`src/rtl/pacman_mem_arbiter.sv`:
```
// CPU/GPU arbiter and address decoder for ROM, work RAM and dual-port frame buffer; GPU owns FB port A by priority.
// Optional MM_STARVE_GUARD_EN: after STARVE_MAX denied CPU FB cycles the CPU is forced onto port A.
module pacman_mem_arbiter #(
  parameter int          ROM_AW     = 14,
  parameter int          FB_AW      = 11,
  parameter int          RAM_AW     = 12,
  parameter logic [15:0] FB_BASE    = 16'h4000,
  parameter logic [15:0] RAM_BASE   = 16'h4800,
  parameter logic [15:0] RAM_TOP    = 16'h50FF,
  parameter int          STARVE_MAX = 4
) (
  input  logic              clk,
  input  logic              reset_n,
  input  logic [15:0]       cpu_addr,
  input  logic              cpu_mreq_n,
  input  logic              cpu_wr_n,
  input  logic              gpu_req,
  input  logic [FB_AW-1:0]  gpu_addr_a,
  input  logic [FB_AW-1:0]  gpu_addr_b,
  output logic              rom_en,
  output logic [ROM_AW-1:0] rom_addr,
  output logic              ram_en,
  output logic              ram_we,
  output logic [RAM_AW-1:0] ram_addr,
  output logic              fb_en_a,
  output logic              fb_we_a,
  output logic [FB_AW-1:0]  fb_addr_a,
  output logic              fb_en_b,
  output logic [FB_AW-1:0]  fb_addr_b,
  output logic              gpu_grant,
  output logic [1:0]        rd_sel,
  output logic              rd_valid,
  output logic              cpu_wait_n,
  output logic              bus_err
);

  typedef enum logic {IDLE, ACK} state_t;

  localparam logic [1:0] SEL_ROM = 2'd0;
  localparam logic [1:0] SEL_RAM = 2'd1;
  localparam logic [1:0] SEL_FB  = 2'd2;
  localparam logic [1:0] SEL_UNM = 2'd3;

  localparam int ROM_END = (1 << ROM_AW) - 1;
  localparam int FB_LO   = int'(FB_BASE);
  localparam int FB_HI   = int'(FB_BASE) + (1 << FB_AW) - 1;
  localparam int RAM_LO  = int'(RAM_BASE);
  localparam int RAM_HI  = int'(RAM_TOP);

  if (STARVE_MAX < 1 || STARVE_MAX > 15) begin : g_bad_starve
    $error("STARVE_MAX out of range 1..15");
  end

  state_t      state, next_state;
  logic [15:0] lat_addr;
  logic        lat_wr_n;
  logic        first_ack;
  logic [15:0] acc_addr;
  logic [1:0]  region;
  logic        guard_fire;
  int          acc_int;

  // During ACK the access is served from the latched address, not the live bus.
  assign acc_addr = (state == ACK) ? lat_addr : cpu_addr;
  assign acc_int  = {16'd0, acc_addr};

  always_comb begin
    region = SEL_UNM;
    if (acc_int <= ROM_END)                          region = SEL_ROM;
    else if (acc_int >= FB_LO && acc_int <= FB_HI)   region = SEL_FB;
    else if (acc_int >= RAM_LO && acc_int <= RAM_HI) region = SEL_RAM;
  end

`ifdef MM_STARVE_GUARD_EN
  localparam logic [3:0] SMAX = 4'(STARVE_MAX);
  logic [3:0] starve_cnt;

  assign guard_fire = (starve_cnt == SMAX);

  always_ff @(posedge clk or negedge reset_n) begin
    if (!reset_n)
      starve_cnt <= '0;
    else if (state == ACK)
      starve_cnt <= '0;
    else if (!cpu_mreq_n && region == SEL_FB && gpu_req && !guard_fire)
      starve_cnt <= starve_cnt + 4'd1;
  end
`else
  assign guard_fire = 1'b0;
`endif

  always_comb begin
    next_state = state;
    rom_en     = 1'b0;
    rom_addr   = '0;
    ram_en     = 1'b0;
    ram_we     = 1'b0;
    ram_addr   = '0;
    fb_en_a    = 1'b0;
    fb_we_a    = 1'b0;
    fb_addr_a  = '0;
    fb_en_b    = 1'b0;
    fb_addr_b  = '0;
    gpu_grant  = 1'b0;
    rd_valid   = 1'b0;
    cpu_wait_n = 1'b0;
    bus_err    = 1'b0;
    if (reset_n) begin
      fb_en_b = gpu_req;
      if (gpu_req) begin
        fb_addr_b = gpu_addr_b;
        fb_en_a   = 1'b1;
        fb_addr_a = gpu_addr_a;
        gpu_grant = 1'b1;
      end
      case (state)
        IDLE: if (!cpu_mreq_n) begin
          case (region)
            SEL_ROM: begin
              rom_en     = 1'b1;
              rom_addr   = acc_addr[ROM_AW-1:0];
              next_state = ACK;
            end
            SEL_RAM: begin
              ram_en     = 1'b1;
              ram_we     = ~cpu_wr_n;
              ram_addr   = RAM_AW'(acc_addr - RAM_BASE);
              next_state = ACK;
            end
            SEL_FB: if (!gpu_req || guard_fire) begin
              fb_en_a    = 1'b1;
              fb_we_a    = ~cpu_wr_n;
              fb_addr_a  = FB_AW'(acc_addr - FB_BASE);
              gpu_grant  = 1'b0;
              next_state = ACK;
            end
            default: next_state = ACK;
          endcase
        end
        ACK: begin
          // Enables and address stay up for the BRAM read; write strobe is issue-cycle only.
          cpu_wait_n = 1'b1;
          rd_valid   = lat_wr_n;
          bus_err    = first_ack && (rd_sel == SEL_UNM);
          case (rd_sel)
            SEL_ROM: begin
              rom_en   = 1'b1;
              rom_addr = acc_addr[ROM_AW-1:0];
            end
            SEL_RAM: begin
              ram_en   = 1'b1;
              ram_addr = RAM_AW'(acc_addr - RAM_BASE);
            end
            SEL_FB: begin
              fb_en_a   = 1'b1;
              fb_addr_a = FB_AW'(acc_addr - FB_BASE);
              gpu_grant = 1'b0;
            end
            default: ;
          endcase
          if (cpu_mreq_n) next_state = IDLE;
        end
        default: next_state = IDLE;
      endcase
    end
  end

  always_ff @(posedge clk or negedge reset_n) begin
    if (!reset_n) begin
      state     <= IDLE;
      rd_sel    <= SEL_ROM;
      lat_addr  <= '0;
      lat_wr_n  <= 1'b1;
      first_ack <= 1'b0;
    end else begin
      state <= next_state;
      if (state == IDLE && next_state == ACK) begin
        rd_sel    <= region;
        lat_addr  <= cpu_addr;
        lat_wr_n  <= cpu_wr_n;
        first_ack <= 1'b1;
      end else begin
        first_ack <= 1'b0;
      end
    end
  end

endmodule

```
`config.mk`:
```
export PLATFORM = sky130hd
export DESIGN_NAME = pacman_mem_arbiter
export DESIGN_NICKNAME = d
export VERILOG_FILES = /design/src/rtl/pacman_mem_arbiter.sv
export SDC_FILE = /design/constraint.sdc
export NUM_CORES = 1
export LEC_CHECK = 0
export ABC_AREA = 1
export BUFFER_PORTS_ARGS = -buffer_cell sky130_fd_sc_hd__buf_2
export CAP_MARGIN = 25
export CELL_PAD_IN_SITES_DETAIL_PLACEMENT = 1
export CELL_PAD_IN_SITES_GLOBAL_PLACEMENT = 1
export CORE_UTILIZATION = 29
export DETAILED_ROUTE_END_ITERATION = 10
export HOLD_SLACK_MARGIN = 0.06
export PLACE_DENSITY = 0.92
export REMOVE_ABC_BUFFERS = 1
export SYNTH_ARGS = -nofsm -noshare
export SYNTH_HDL_FRONTEND = slang
export SYNTH_SLANG_ARGS = --single-unit
```
`constraint.sdc`:
```
create_clock -name clk -period 1.9 [get_ports clk]
set_clock_uncertainty 0.05 [all_clocks]
set_input_delay 0.095 -clock clk [delete_from_list [all_inputs] [get_ports clk]]
set_output_delay 0.095 -clock clk [all_outputs]
set_load 0.01 [all_outputs]
```
==> results of run 1 <==
[stage by stage]
step	TNS, ns	utilization (%)	cells	hold WS, ns
6_report	-14.84	52.9	559	0.106
5_1_grt	-18.36	52.9	559	0.104
4_1_cts	-10.25	49.1	558	0.0733
3_3_place_gp	0	41.3	522	-0.0802
2_1_floorplan	-23.38	-	321	-0.251
3_5_place_dp	-0.357	41.3	522	-0.0755
[critical path: cells and delay by family (launching register included)]
kind / cells / cell delay, ns
buf+inv: 4 / 0.56
flops: 1 / 0.48
simple gates: 5 / 0.61
compound gates: 1 / 0.22
[power groups by stage]
stage               logic (mW)  registers (mW)  clock network, mW
floorplan                0.555           0.632                  0
global placement         0.953           0.625                  0
detailed placement        1.01           0.632                  0
CTS                       1.20           0.630              0.312
global route              1.54           0.672              0.324
finish                    1.45           0.666              0.319
[layout by cell type, fill, tap and decap left out, types with 13 or more instances in the layout]
cell and instances:
buf_2 88, nand2_1 87, nor2_1 51, inv_1 40, buf_4 25, buf_6 21, dfrtp_1 19, nand3_1 17
dlygate4sd3_1 17, nor2_4 16, o21ai_1 13
[per-layer routing]
layer	up-vias	GRT usage, %
met1	1408	31.3
met4	0	12.3
met5	-	0
li1	1324	-
met2	141	48.2
met3	27	4.55
[final timing paths]
kind | endpoint | slack, ns | depth (start not counted)
hold / removal | state | 0.11 | 2
max in group asynchronous | lat_addr[12] | 0.82 | 3
min in group asynchronous | lat_addr[14] | 0.37 | 2
hold reg to reg | lat_addr[5] | 0.48 | 2
setup reg to reg | rd_sel[0] | -0.36 | 14
setup / recovery | ram_addr[0] | -0.40 | 10
[flip-flops by register name, summed over array words and instances, names as in the netlist]
name and flops:
lat_addr 16, rd_sel 2, first_ack 1, lat_wr_n 1, state 1
[final cells by class]
cell class | instances | area (µm²) | area share [%]
inverter | 49 | 186 | 5.51
multi-input combinational | 251 | 1370 | 40.6
timing repair buffer | 157 | 1150 | 34.1
tap | 77 | 96.3 | 2.85
sequential | 21 | 528 | 15.6
clock buffer | 4 | 45.0 | 1.33
[cell families after synthesis]
| logic type | after synthesis |
|---|---|
| DFF | 21 |
| buffers and inverters | 68 |
| AOI/OAI and AO/OA | 45 |
| and+or+nand+nor | 206 |
[what timing repair did]
| action | CTS | global route |
|---|---|---|
| setup endpoints to repair | 49 | 76 |
| resized for setup | 41 | 60 |
| hold buffers | 17 | 0 |
| setup buffers | 17 | 4 |
| pin swaps | 13 | 17 |
| endpoints found under the hold margin | 36 | 0 |
| gates cloned | 1 | 0 |
==> results by group, run 1 <==
Status
  – Status: complete, but fails checks
  – Failing checks: negative setup slack

Global route
  – GR Overflow Total: 0
  – Largest net degree at the start of global routing: 27
  – Initial antenna violation count: 0
  – First-pass GRT wire length: 15.0 mm
  – Vias in the first global route: 3018
  – Gr usage total: 27.0%

CTS
  – Num CTS Buffers: 3
  – CTS Sinks: 21
  – CTS H-tree depth: 1
  – CTS clock-pin slew for the worst setup and hold paths: 0.08 ns
  – Clock Latency Late Sink: 0.27 ns
  – Clock tree buffer depth: 2
  – CTS tree: built
  – Clock Tree Root: clkbuf_8

Layout
  – Area added between synthesis and finish: 74.5%
  – Nets@finish: 526
  – Layout cells sized above 1: 44.0%
  – Filler cells: 859
  – Finished Cell Area: 3380 µm²
  – Antenna cells: 0

Critical path
  – Crit path largest cell delay: 0.48 ns
  – RR Startpoint: state
  – Slowest CP cell: dfrtp_2
  – CP Launch Point: state
  – CP dominant cell by count: nand2_2
  – Crit end category: primary output
  – Crit start category: flip-flop
  – CP Class: flip-flop to primary output
  – Worst path cell trace: buf_8 > o21ai_4 > inv_1 > nand2_2 > nand4_1 > nand2_2 > nand2_4 > buf_12 > nor2_4 > buf_6
  – Crit-path max FO: 7
  – Crit path DAT: 2.16 ns
  – Critical path required time: 1.75 ns

STA
  – Setup violators final: 75
  – Minimum clock period: 2.30 ns
  – RSZ-0062 raised after global routing: yes
  – Slew Limit Fails: 0
  – Final Hold Viols: 0
  – Final worst slack: -0.404 ns
  – Slew of the pin with the lowest slew margin: 0.506 ns
  – Final worst path period share: 121%
  – Fmax: 434 MHz
  – Slew HR: 66.3%

Place
  – Post-placement cell area: 2640 µm²
  – Place WS: -0.0677 ns
  – Gpl congestion: 0.843
  – Port bufs: 102
  – Hpwl dp: 5.98 mm

Floorplanning
  – Core Box Area: 6390 µm²
  – Die Area: 7010 µm²
  – Chip height: 83.7 µm
  – Row count: 29
  – Die width: 83.7 µm
  – IO Pins: 103
  – Initial Utilization: 30.3%

Synthesis
  – Most common cell in the netlist: nand2_1
  – Post-Syn Instances: 340
  – Mux cell area share after synthesis: 0%
  – Leading cell types by count after synthesis: nand2_1 (103), nor2_1 (67), inv_1 (43)
  – Largest cells by area after synthesis: dfrtp_1 (26%), nand2_1 (20%), nor2_1 (13%), inv_1 (8.3%), o21ai_1 (4.9%)
  – Synth Area in Compound Gates: 13.0%
  – Post-synth EDFFs: 0
  – Post-synth top flop: dfrtp_1
  – Post-synthesis xor/xnor area fraction: 0%
  – Largest family of logic cells by synthesized area: simple AND/OR/NAND/NOR gates
  – Cell area after synthesis: 1940 µm²
  – Top cell type by total area after synthesis: dfrtp_1
  – Synth Area in Simple Gates: 44.6%
  – Yosys reg bits: 21
  – Synth async-reset ratio: 100%
  – Average cell area after synthesis: 5.70 µm²
  – Post-Synth Adder-Cell Area: 0%
  – Synth cell types: 26
  – Yosys warnings: 0
  – Seq/Total Area, Yosys: 27.2%
  – Post-synth top area share: 25.8%

Detailed routing
  – Met2 WL post-DR: 5.39 mm
  – First-pass detailed-route iteration total: 4
  – DR WL/cell: 18.7 µm
  – Uppermost routed layer: met4
  – Met1 wire length: 4.14 mm
  – Post-route DRC: 0
  – Met3 WL post-DR: 643 µm
  – DRT Wirelength: 10.5 mm
  – DR iter-0 viols: 172
  – Vias per inst: 5.19
  – Post-route ant nets: 0
  – DR vias: 2900

Pwr
  – Register share of total power: 27.4%
  – Pleak: 1.91 nW
  – Clock share of power: 13.1%
  – Net Sw Power: 1.15 mW
  – Sw frac: 47.5%
  – Maximum VDD drop: 0.480 mV
  – Tot Pwr: 2.43 mW
  – Internal power: 1.28 mW
  – Pwr/cell area: 719 nW/µm²
  – Comb pwr share: 59.5%

Worst hold path
  – HP Class: primary input to flip-flop
  – HP Start: cpu_mreq_n

Flow run
  – Max-cap violation count: 0
(Power assumes the default switching activity.)
==> inputs of run 2 (changes only) <==
--- a/config.mk
+++ b/config.mk
@@ -11,9 +11,11 @@
 export CELL_PAD_IN_SITES_DETAIL_PLACEMENT = 1
 export CELL_PAD_IN_SITES_GLOBAL_PLACEMENT = 1
 export CORE_UTILIZATION = 29
+export CTS_CLUSTER_SIZE = 20
 export DETAILED_ROUTE_END_ITERATION = 10
+export GPL_ROUTABILITY_DRIVEN = 0
 export HOLD_SLACK_MARGIN = 0.06
-export PLACE_DENSITY = 0.92
+export PLACE_DENSITY = 0.77
 export REMOVE_ABC_BUFFERS = 1
 export SYNTH_ARGS = -nofsm -noshare
 export SYNTH_HDL_FRONTEND = slang
==> results by group, run 2 (same netlist as run 1, synthesis figures left out) <==
Floorplanning
  – Row count: 29
  – Initial Utilization: 30.3%
  – Die width: 83.7 µm
  – Die Area: 7010 µm²
  – IO Pins: 103
  – Chip height: 83.7 µm
  – Core Box Area: 6390 µm²

Detailed routing
  – DR iter-0 viols: 79
  – First-pass detailed-route iteration total: 4
  – Vias per inst: 4.72
  – DR WL/cell: 13.9 µm
  – DR vias: 2608
  – DRT Wirelength: 7.67 mm
  – Post-route DRC: 0
  – Post-route ant nets: 0

STA
  – Final worst slack: -0.228 ns
  – RSZ-0062 raised after global routing: yes
  – Final Hold Viols: 0
  – Slew Limit Fails: 0
  – Setup violators final: 59
  – Slew HR: 68.6%
  – Minimum clock period: 2.13 ns
  – Fmax: 470 MHz
  – Final worst path period share: 112%
  – Setup tns final: -5.67 ns
  – Slew of the pin with the lowest slew margin: 0.472 ns
  – WHS: 0.0444 ns

Global route
  – Vias in the first global route: 2632
  – First-pass GRT wire length: 12.6 mm
  – Gr usage total: 21.7%
  – GR Overflow Total: 0
  – Initial antenna violation count: 0
  – Largest net degree at the start of global routing: 27

CTS
  – Clock Latency Late Sink: 0.26 ns
  – Clock Tree Root: clkbuf_8
  – Clock tree buffer depth: 2
  – Num CTS Buffers: 3
  – CTS clock-pin slew for the worst setup and hold paths: 0.08 ns
  – CTS Sinks: 21
  – CTS H-tree depth: 1
  – CTS tree: built

Layout
  – Most common cell after layout, fill and taps aside: buf_2
  – Area added between synthesis and finish: 59.8%
  – Antenna cells: 0
  – Largest register FFs: 16
  – Layout cells sized above 1: 40.2%
  – Finished Cell Area: 3090 µm²
  – Nets@finish: 519
  – Finished Layout Cells: 552
  – Largest registers: lat_addr: 16 flops, rd_sel: 2 flops
  – Most flops, register: lat_addr
  – Final core occ: 48.5%
  – Most frequent cells in the layout: buf_2 (99), nand2_1 (89), nor2_1 (55)

Flow run
  – Max-cap violation count: 0

Critical path
  – Crit start category: flip-flop
  – Crit-path max FO: 8
  – Critical path required time: 1.75 ns
  – Crit end category: primary output
  – CP Class: flip-flop to primary output
  – Crit path DAT: 1.98 ns

Pwr
  – Tot Pwr: 2.12 mW
  – Maximum VDD drop: 0.409 mV
  – Pwr/cell area: 685 nW/µm²
  – Pleak: 1.82 nW

Place
  – Port bufs: 102
  – Dpl cells: 523
  – Hpwl dp: 5.44 mm
  – Post-placement cell area: 2640 µm²
  – Place WS: 0.0184 ns

Status
  – Failing checks: negative setup slack
  – Status: complete, but fails checks

Worst hold path
  – HP Class: primary input to flip-flop
run 2: power by group:
group          switching [mW]  leakage, nW  internal (mW)
Clock                   0.159       0.0228          0.150
Sequential             0.0810        0.259          0.552
Combinational           0.692         1.53          0.488
Total                   0.931         1.82           1.19
run 2: critical path, cell delays in order (launching register included):
cell,delay (ns)
dfrtp_2,0.45
buf_6,0.15
o21ai_4,0.15
nand2_1,0.10
nor2_2,0.12
nand4_1,0.14
nand2_2,0.10
nand2_4,0.08
buf_12,0.16
nor2_2,0.10
buf_2,0.16
run 2: area by class of cell:
cell class,instances,area [µm²]
fillers,878,3290
flip-flops and latches,21,528
inverters,49,186
multi-input cells,251,1240
repair buffers,150,998
clock buffers,4,45.0
well taps,77,96.3
run 2: path summary, 6_finish.rpt:
check                             start      endpoint  slack, ns  depth (start not counted)
max reg2reg                       state  lat_addr[11]      -0.10                         12
min reg2reg                    lat_wr_n      lat_wr_n       0.44                          2
min                        cpu_addr[13]  lat_addr[13]       0.04                          3
max in group asynchronous       reset_n         state       0.87                          3
max                               state   ram_addr[0]      -0.23                         10
min in group asynchronous       reset_n     rd_sel[1]       0.40                          2
run 2: what timing repair did:
item | 4_1_cts | 5_1_grt
setup endpoints to repair | 42 | 62
pin swaps | 6 | 12
endpoints found under the hold margin | 39 | 0
buffers inserted | 5 | 2
resized for setup | 10 | 40
hold buffers | 18 | 0
run 2: routing by layer:
layer	vias up	part of all wire, %	track usage, %
li1	1299	-	-
met1	1232	45	27.7
met2	71	50	39.5
met3	6	3.9	2.18
met4	0	0.89	4.31
met5	-	0	0
